--- src/rtl/fifo_merge_pkg.sv ---
// Shared definitions for the write- and read-side controllers of the dual-clock merge FIFO.
`timescale 1ns/1ps
package fifo_merge_pkg;

    localparam int unsigned DEF_DATA_WIDTH     = 8;
    localparam int unsigned DEF_ADDR_WIDTH     = 4;
    localparam int unsigned DEF_ALMOST_FULL_TH = 12;

    // Widest pointer the level helper handles; real pointers are zero-extended into it.
    localparam int unsigned PTR_MAX_W = 32;

    // Pointers carry one extra wrap bit above the RAM address.
    function automatic int unsigned ptr_width(input int unsigned addr_width);
        return addr_width + 1;
    endfunction

    // Pointer type at the default depth.
    typedef logic [DEF_ADDR_WIDTH:0] ptr_t;

    // Fill level = (minuend - subtrahend) modulo 2^pw.
    // The write side calls it as (wptr, rptr_sync) and the read side as (wptr_sync, rptr).
    function automatic logic [PTR_MAX_W-1:0] level_of(input logic [PTR_MAX_W-1:0] wptr,
                                                      input logic [PTR_MAX_W-1:0] rptr,
                                                      input int unsigned          pw);
        logic [PTR_MAX_W-1:0] mask;
        mask = (pw >= PTR_MAX_W) ? '1 : ((PTR_MAX_W'(1) << pw) - PTR_MAX_W'(1));
        return (wptr - rptr) & mask;
    endfunction

endpackage

--- src/rtl/fifo_level_calc.sv ---
// Level and threshold flags from a pair of binary pointers. It is shared with the read side.
`timescale 1ns/1ps
module fifo_level_calc
    import fifo_merge_pkg::*;
#(
    parameter int unsigned ADDR_WIDTH     = DEF_ADDR_WIDTH,
    parameter int unsigned ALMOST_FULL_TH = DEF_ALMOST_FULL_TH
) (
    input  logic [ADDR_WIDTH:0] wptr,
    input  logic [ADDR_WIDTH:0] rptr,
    output logic [ADDR_WIDTH:0] level,
    output logic                at_depth,
    output logic                over_depth,
    output logic                above_th
);

    localparam int unsigned PW    = ADDR_WIDTH + 1;
    localparam int unsigned DEPTH = 1 << ADDR_WIDTH;

    // Modular difference. The natural wrap of either pointer needs no special handling.
    always_comb begin
        level      = PW'(level_of(PTR_MAX_W'(wptr), PTR_MAX_W'(rptr), PW));
        at_depth   = (level == PW'(DEPTH));
        over_depth = (level >  PW'(DEPTH));
        above_th   = (level >= PW'(ALMOST_FULL_TH));
    end

endmodule

--- src/rtl/fifo_wr_ctrl.sv ---
// Write-side controller of the dual-clock merge FIFO.
// It runs the valid/ready handshake, drives the RAM write port, owns the binary write pointer,
// and tracks level, peak and pointer-error status against the synchronized read pointer.
`timescale 1ns/1ps
module fifo_wr_ctrl
    import fifo_merge_pkg::*;
#(
    parameter int unsigned DATA_WIDTH     = DEF_DATA_WIDTH,
    parameter int unsigned ADDR_WIDTH     = DEF_ADDR_WIDTH,
    parameter int unsigned ALMOST_FULL_TH = DEF_ALMOST_FULL_TH
) (
    input  logic                  clk_i,
    input  logic                  rst_ni,
    input  logic                  wr_valid_i,
    input  logic [DATA_WIDTH-1:0] wr_data_i,
    output logic                  wr_ready_o,
    output logic                  mem_we_o,
    output logic [ADDR_WIDTH-1:0] mem_waddr_o,
    output logic [DATA_WIDTH-1:0] mem_wdata_o,
    output logic [ADDR_WIDTH:0]   wptr_bin_o,
    input  logic [ADDR_WIDTH:0]   rptr_sync_i,
    output logic                  full_o,
    output logic                  almost_full_o,
    output logic [ADDR_WIDTH:0]   level_o,
    output logic [ADDR_WIDTH:0]   peak_level_o,
    output logic                  ptr_err_o
);

    localparam int unsigned PW = ADDR_WIDTH + 1;

    logic [ADDR_WIDTH:0] wptr_q;
    logic [ADDR_WIDTH:0] peak_q;
    logic                err_q;
    logic                over_depth;
    logic                fire;

    fifo_level_calc #(
        .ADDR_WIDTH     (ADDR_WIDTH),
        .ALMOST_FULL_TH (ALMOST_FULL_TH)
    ) u_level (
        .wptr       (wptr_q),
        .rptr       (rptr_sync_i),
        .level      (level_o),
        .at_depth   (full_o),
        .over_depth (over_depth),
        .above_th   (almost_full_o)
    );

    // Ready does not depend on wr_valid_i. The RAM commits on the same edge that advances the pointer.
    always_comb begin
        wr_ready_o   = ~full_o & ~err_q & rst_ni;
        fire         = wr_valid_i & wr_ready_o;
        mem_we_o     = fire;
        mem_waddr_o  = wptr_q[ADDR_WIDTH-1:0];
        mem_wdata_o  = wr_data_i;
        wptr_bin_o   = wptr_q;
        peak_level_o = peak_q;
        ptr_err_o    = err_q;
    end

    // Pointer advance, peak capture and the sticky pointer-error flag.
    always_ff @(posedge clk_i) begin
        if (!rst_ni) begin
            wptr_q <= '0;
            peak_q <= '0;
            err_q  <= 1'b0;
        end else begin
            if (fire) begin
                wptr_q <= wptr_q + PW'(1);
            end
            if (level_o > peak_q) begin
                peak_q <= level_o;
            end
            if (over_depth) begin
                err_q <= 1'b1;
            end
        end
    end

endmodule
--- config.mk ---
export PLATFORM = sky130hd
export DESIGN_NAME = fifo_wr_ctrl
export DESIGN_NICKNAME = d
export VERILOG_FILES = /design/src/rtl/fifo_merge_pkg.sv /design/src/rtl/fifo_level_calc.sv /design/src/rtl/fifo_wr_ctrl.sv
export SDC_FILE = /design/constraint.sdc
export NUM_CORES = 1
export LEC_CHECK = 0
export ABC_AREA = 1
export CORE_MARGIN = 2
export CORE_UTILIZATION = 36
export DETAILED_ROUTE_END_ITERATION = 8
export PLACE_DENSITY = 0.75
export SLEW_MARGIN = 10
export SYNTH_ARGS = -nofsm -noshare
export SYNTH_HDL_FRONTEND = slang
export SYNTH_HIERARCHICAL = 1
export SYNTH_SLANG_ARGS = --single-unit
--- constraint.sdc ---
create_clock -name clk_i -period 3.5 [get_ports clk_i]
set_input_delay 1.05 -clock clk_i [delete_from_list [all_inputs] [get_ports clk_i]]
set_output_delay 1.05 -clock clk_i [all_outputs]
set_load 0.02 [all_outputs]
After elaboration in Yosys (flattened, before gate mapping)
Index checks and enable logic that the tools add are counted.
{ "word_totals": {"output_inout_bits": 32, "reg_bits": 11, "elab_cells": 14, "inputBits": 16} }
{ "op_classes": {"addsub": 2, "n_eq_ne": 1, "magnitude_cmp": 3, "bitwise_logic": 5} }
{ "ops": {"columns": ["op", "n"], "rows": [
  ["adder 5 x 1 -> 5 bit, second input constant", 1],
  ["equality test 5 bit, second input constant", 1],
  ["greater-or-equal comparator 5 x 4 -> 1 bit, second input constant", 1],
  ["> comparator 5 bit", 1],
  ["> comparator 5 bit, second input constant", 1],
  ["subtractor 5 bit", 1],
  ["bitwise AND 1 bit", 3],
  ["inverter 1 bit", 2]
]} }

Depth between registers and ports, before layout
Gate-level depths: netlist of run 1.
{ "logic_depth": {"word_depth": 6, "mapped_depth": 18, "ltp_nobuf": 18} }

Hierarchy
Netlist of run 1, hierarchy kept.
{ "modules_own_cells": {"columns": ["mod", "instances", "seq_area_each_um2", "area_per_inst_um2", "cells_per_inst"], "rows": [
  ["fifo_wr_ctrl", 1, 220.2, 740.7, 99],
  ["fifo_level_calc", 1, 0.0, 241.5, 45]
]} }

Least setup slack after synthesis of run 1
OpenSTA, ideal clock, no wires.
{ "synth_timing": {"path_type": "input -> output", "start": "input rptr_sync_i[0]", "end": "output wr_ready_o", "n_path_buf": 0, "stages": 7, "t_required_ns": 2.450, "t_arrival_ns": 2.984, "slack_ns": -0.534, "cell_sequence": "ha_1 > fa_1 > xnor2_1 > nor2_2 > nand3_1 > nor2_2 > nor3_1"} }
{ "synth_via": {"elab_chain_len": 5} }
{ "synth_rtl": {"columns": ["element", "line_no", "text"], "rows": [
  ["start, declared", "fifo_wr_ctrl.sv:21", "input logic [ADDR_WIDTH:0] rptr_sync_i,"],
  ["subtractor 5 bit", "fifo_merge_pkg.sv:27", "return (wptr - rptr) & mask;"],
  ["via level_o[2]", "fifo_wr_ctrl.sv:24", "output logic [ADDR_WIDTH:0] level_o,"],
  ["equality test 5 bit", "fifo_level_calc.sv:23", "at_depth = (level == PW'(DEPTH));"],
  ["via full_o", "fifo_wr_ctrl.sv:22", "output logic full_o,"],
  ["inverter 1 bit", "fifo_wr_ctrl.sv:51", "wr_ready_o = ~full_o & ~err_q & rst_ni;"],
  ["bitwise AND 1 bit (2 in a row)", "fifo_wr_ctrl.sv:51", null],
  ["end, declared", "fifo_wr_ctrl.sv:16", "output logic wr_ready_o,"]
]} }
The timed path passes the listed nets, and every way through them passes these cells.

Worst setup path in the final report of run 1
{ "layout_timing": {"start": "input rptr_sync_i[0]", "end": "output mem_we_o"} }
{ "layout_via": {"elab_chain_len": 6} }
{ "layout_rtl": {"columns": ["element", "line_no", "text"], "rows": [
  ["subtractor 5 bit", "fifo_merge_pkg.sv:27", null],
  ["equality test 5 bit", "fifo_level_calc.sv:23", null],
  ["inverter 1 bit", "fifo_wr_ctrl.sv:51", null],
  ["bitwise AND 1 bit (2 in a row)", "fifo_wr_ctrl.sv:51", null],
  ["bitwise AND 1 bit", "fifo_wr_ctrl.sv:52", "fire = wr_valid_i & wr_ready_o;"],
  ["end, declared", "fifo_wr_ctrl.sv:17", "output logic mem_we_o,"]
]} }
No other way between the ends.

==> impl_metrics.ini, run 1 <==
[outcome]
status = finished with violations
violations = setup timing

[timing]
slew_violations = 0
final-setup-viol-count = 3
period_share_pct = 104
worstMarginPinSlew_ps = 290
rsz0062_at_grt = yes
max_freq_mhz = 276
worst_clock_skew_ps = 1.99
hold_violations = 0
layout_min_cycle_time_ps = 3620
setup_slack_ps = -124
slew_headroom_pct = 80.6

[synth]
synth_cell_type_count = 21
ys_seq_elements = 11
syn-mean-instance-area_um2 = 6.82
synth_top_area_share_pct = 22.4
synth-async-reset-ratio_pct = 0
yosys_warnings = 6
synth-edff-count = 0
postSynthNetCount = 171
synth_flop_cell = dfxtp_1
synthCells = 144
yosys.area.top_type = dfxtp_1
syn_area_um2 = 982
yosysSeqAreaShare_pct = 22.4
synth_area_leaders = dfxtp_1, ha_1, inv_1, nand2_1, buf_4

[clock_network]
h-tree-depth = 1
clock-sinks = 11
path_clk_slew_ps = 70
numCtsBuffers = 3
clk_path_buf_depth = 2
ctsHoldBuffers = 0
clk_latency_ps = 260
cts_tree = done
cts-root-buf = clkbuf_4

[critical_path]
arrival_ps = 2570
setup.worst_path.class = input pin to output port
cp-end-kind = output port
cp-start-kind = input pin
cp.required_ps = 2450
path_max_fanout = 3

[placed_design]
dp_slack_ps = -945
gp_congestion = 0.789
io_buffer_count = 31
dp_hpwl_um = 1850

[power]
p_sw_uw = 276
swShare_pct = 43.0
power_uw = 642
irDropWorstVdd_mv = 0.350
intPower_uw = 366
p_leak_uw = 0.000713
power_density_mw_per_mm2 = 438
pwr-share-clk_pct = 13.5
combPwrFrac_pct = 59.2
p_seq_share_pct = 27.3

[die]
initial_core_util_pct = 38.9
io_pins = 48
dieArea_mm2 = 0.00316
die_w_um = 56.2
coreArea_mm2 = 0.00252
fp.dieH_um = 56.2
num_rows = 18

[global_route]
grt_pass1_wl_um = 3930
gr-total-overflow = 0
antenna_found_initial = 0
grt_pass1_vias = 940
grt_max_degree = 11
gr-usage-all-layers_pct = 15.5

[layout]
layout.nets = 211
nFillCells = 241
drive_above_1_share_pct = 30.1
areaGrowthSynthToFinish_pct = 49.2
antenna_cells = 0

[routing]
vias = 979
ant_nets = 0
wirelength_um = 2310
drt_iter0_markers = 8
route.detailed.drc = 0
viasPerCell = 4.60
first_pass_iters = 3
routedWlPerCell_um = 10.9

[flow_run]
maxCapViolCount = 0

[worst_hold_path]
hold_path_class = flip-flop to flip-flop
[final timing paths]
kind                           startpoint                      endpoint  slack (ps)  cells after the start
min          peak_level_o[1]$_SDFFE_PN0N_  peak_level_o[1]$_SDFFE_PN0N_         510                      2
max reg2reg    wptr_bin_o[0]$_SDFFE_PN0P_  peak_level_o[0]$_SDFFE_PN0N_         880                     15
max                        rptr_sync_i[0]                      mem_we_o        -120                     11
min reg2reg  peak_level_o[1]$_SDFFE_PN0N_  peak_level_o[1]$_SDFFE_PN0N_         510                      2
[cell usage after synthesis, drive strengths merged, types with 3 or more instances]
cell type / count
xnor2: 3
nand3: 14
nor2: 13
inv: 30
nand2: 32
a21oi: 12
dfxtp: 11
buf: 13
ha: 10
[per-layer routing]
| layer | routed length [um] | up-vias | global-route usage (%) |
|---|---|---|---|
| met1 | 1040 | 438 | 17.6 |
| met2 | 1120 | 23 | 26.6 |
| met4 | 24 | 0 | 6.46 |
| met5 | 0 | - | 0 |
| met3 | 135 | 6 | 4.65 |
| li1 | - | 512 | - |
[area by class of cell]
type / instances / area, um2 / area share (%)
timing repair buffer: 48 / 414 / 28.3
multi-input combinational: 89 / 646 / 44.1
tap: 30 / 37.5 / 2.56
inverter: 31 / 121 / 8.28
sequential: 11 / 220 / 15.0
clock buffer: 4 / 26.3 / 1.79
[state kept, by name, indices dropped and copies added (netlist names)]
signal	cells
peak_level_o	5
wptr_bin_o	5
ptr_err_o	1
[power groups by stage]
stage / clock network (uW) / registers, uW / logic [uW]
floorplan: 0 / 208 / 221
global placement: 0 / 174 / 363
detailed placement: 0 / 176 / 378
CTS: 91.7 / 174 / 383
global route: 101 / 178 / 419
finish: 86.7 / 175 / 380
[layout by cell type, fill, tap and decap left out, types with 2 or more instances in the layout]
master / synthesis / routed
nor2_4: 1 / 3
ha_4: 0 / 3
buf_6: 1 / 3
buf_4: 12 / 18
xnor2_1: 3 / 2
inv_2: 1 / 3
nand2_2: 3 / 7
ha_1: 10 / 7
clkbuf_4: 0 / 3
clkbuf_2: 0 / 2
clkdlybuf4s50_1: 0 / 19
dlygate4sd2_1: 0 / 4
nand3_1: 12 / 9
nand3_2: 0 / 3
nor2_1: 9 / 9
buf_2: 0 / 2
nand3_4: 2 / 2
dfxtp_1: 11 / 11
inv_1: 29 / 27
a21oi_1: 12 / 11
nand2_1: 29 / 25
[repair_timing]
| item | 4_1_cts | 5_1_grt |
|---|---|---|
| setup buffers | 4 | 0 |
| endpoints found under the setup margin | 9 | 6 |
| pin swaps | 12 | 7 |
| gates resized for setup | 48 | 5 |
[worst max-delay path: stages]
cell and delay, ps:
buf_6 100, ha_4 150, fa_2 530, nand2_1 60
nor2_2 130, nand3_2 100, nor2_4 170, nor2_4 50
nand3_4 70, clkinv_4 50, buf_6 120
[through the flow]
| stage | hold WS, ps | utilization (%) | instances | setup TNS [ps] | instance area (um2) |
|---|---|---|---|---|---|
| after global placement | 493 | 54.7 | 205 | -5930 | 1380 |
| after floorplan | 575 | - | 144 | -15.4 | 1030 |
| final | 509 | 58.1 | 213 | -250 | 1470 |
| after detailed placement | 500 | 54.7 | 205 | -6620 | 1380 |
| after CTS | 516 | 58.2 | 213 | -453 | 1470 |
| after global routing | 535 | 58.1 | 213 | -597 | 1470 |
[cells by family after synthesis]
family | share of synthesized area, %
compound gates | 6.62
fa+ha+maj | 14.8
xor+xnor | 3.57
buf+inv | 22.3
simple gates | 30.3
flops | 22.4
No activity file was read; power rests on OpenSTA's default activity.
==> inputs of run 2 (changes only) <==
--- a/config.mk
+++ b/config.mk
@@ -6,9 +6,11 @@
 export NUM_CORES = 1
 export LEC_CHECK = 0
 export ABC_AREA = 1
-export CORE_MARGIN = 2
+export CORE_MARGIN = 10
 export CORE_UTILIZATION = 36
+export CTS_CLUSTER_SIZE = 14
 export DETAILED_ROUTE_END_ITERATION = 8
+export HOLD_SLACK_MARGIN = 0.12
 export PLACE_DENSITY = 0.75
 export SLEW_MARGIN = 10
 export SYNTH_ARGS = -nofsm -noshare
==> run 2 against run 1 <==
Net effect: the run still ends with setup timing left; total power up 1.4%; critical path depth increased by 2; via count is 0.92% higher; flip-flop and latch count did not move; clock power is 2% higher; critical endpoint is now wr_ready_o.
==> impl_metrics.ini, run 2 (same netlist as run 1, synthesis figures left out) <==
[routing]
routedWlPerCell_um = 12.7
vias = 988
first_pass_iters = 4
viasPerCell = 4.62
route.detailed.drc = 0
wirelength_um = 2730
drt_iter0_markers = 54
ant_nets = 0

[die]
die_w_um = 72.2
fp.dieH_um = 72.2
num_rows = 18
dieArea_mm2 = 0.00522
coreArea_mm2 = 0.00254
initial_core_util_pct = 38.6
io_pins = 48

[worst_hold_path]
worstHoldStart = peak_level_o[1]$_SDFFE_PN0N_
hold_path_class = flip-flop to flip-flop

[timing]
rsz0062_at_grt = yes
final-setup-viol-count = 3
worst_clock_skew_ps = 7.79
final.setup.tns_ps = -285
worstMarginPinSlew_ps = 305
slew_violations = 0
slew_headroom_pct = 79.7
max_freq_mhz = 276
setup_slack_ps = -121
hold_violations = 0
layout_min_cycle_time_ps = 3620
period_share_pct = 103
holdWs_ps = 523

[global_route]
gr-usage-all-layers_pct = 10.4
grt_pass1_wl_um = 4620
grt_pass1_vias = 1086
gr-total-overflow = 0
grt_max_degree = 11
antenna_found_initial = 0

[critical_path]
setup.worst_path.class = input pin to output port
cp_top_family = adder cells
crit_buf_inv = 4
crit_slowest_cell = fa_2
path_cells = buf_6 -> ha_4 -> fa_2 -> inv_2 -> nand2_2 -> nand2_4 -> nand2_2 -> nand2_2 -> nand3_2 -> nor2_4 -> buf_4 -> nor3_4 -> buf_6
regToRegStartpoint = wptr_bin_o[0]$_SDFFE_PN0P_
path_common_cell = nand2_2
crit_start = rptr_sync_i[0]
path_max_fanout = 3
cp.required_ps = 2450
arrival_ps = 2570
cp-start-kind = input pin
cp-end-kind = output port
max_stage_delay_ps = 390

[power]
power_density_mw_per_mm2 = 427
p_leak_uw = 0.000723
irDropWorstVdd_mv = 0.329

[clock_network]
cts-root-buf = clkbuf_4
h-tree-depth = 1
path_clk_slew_ps = 80
clk_latency_ps = 270
clk_path_buf_depth = 2
numCtsBuffers = 3
cts_tree = done
ctsHoldBuffers = 0
clock-sinks = 11

[layout]
layout.nets = 212
final_common_cell = inv_1
drive_above_1_share_pct = 33.7
layout_common_cells = inv_1, nand2_1, clkdlybuf4s50_1
antenna_cells = 0
stdcell_area_mm2 = 0.00152
areaGrowthSynthToFinish_pct = 55.2

[placed_design]
gp_congestion = 0.797
dp_hpwl_um = 2170
postPlaceCellArea_mm2 = 0.00138
io_buffer_count = 31
dp_slack_ps = -960

[flow_run]
maxCapViolCount = 0

[outcome]
violations = setup timing
status = finished with violations
[run 2: cell types whose count changed in the layout (fill, tap and decap cells not counted), moves of 2 or more]
cell and change:
buf_2 -2, buf_6 +3, inv_1 -2, inv_2 +2, nand2_1 -2, nand2_4 +2
[run 2: final timing paths]
check                           slack, ps  depth (start not counted)                            to
worst min register to register        520                          2  peak_level_o[1]$_SDFFE_PN0N_
worst min-delay path                  520                          2  peak_level_o[1]$_SDFFE_PN0N_
worst max register to register        870                         17  peak_level_o[3]$_SDFFE_PN0N_
worst max-delay path                 -120                         13                    wr_ready_o
[run 2: area by class of cell]
class                   count  area (um2)
fillers                   238        1020
multi-input cells          89         681
repair buffers             49         438
flip-flops and latches     11         220
inverters                  31         121
well taps                  30        37.5
clock buffers               4        26.3
[run 2: routing by layer]
layer  vias to the layer above  global-route usage (%)  part of all wire (%)
met5                         -                       0                     0
met2                        33                    18.2                    51
li1                        508                       -                     -
met3                         0                    5.71                    12
met1                       447                    10.4                    37
met4                         0                    2.58                     0
[run 2: report_power, final]
part           total, uW  switching (uW)  internal [uW]  leakage [uW]
Combinational        388             214            175      0.000618
Sequential           175            22.0            153     0.0000905
Clock               88.4            44.4           44.0     0.0000150
Total                651             280            371      0.000723
[run 2: worst reg2reg max path: stages, from the launching register on]
cell and delay [ps]:
dfxtp_1 350, inv_1 80, ha_4 170, fa_2 390, inv_2 70, nand2_2 60, nand2_4 70, nand2_2 50
nand2_2 70, buf_4 120, nand2_4 60, inv_2 70, buf_4 110, ha_1 240, a21oi_1 240, nand3_4 160
a21oi_1 160, nor2_1 60
[run 2: repair_timing]
| action | CTS | global route |
|---|---|---|
| buffers inserted | 2 | 3 |
| pin swaps | 13 | 8 |
| resized for setup | 58 | 10 |
| endpoints found under the setup margin | 11 | 7 |
[run 2: stage by stage]
stage,utilization (%),total power [uW],instances
CTS,58.1,653,211
global placement,54.2,541,205
detailed placement,54.2,556,205
finish,59.9,651,214
global route,59.9,710,214
floorplan,-,429,144
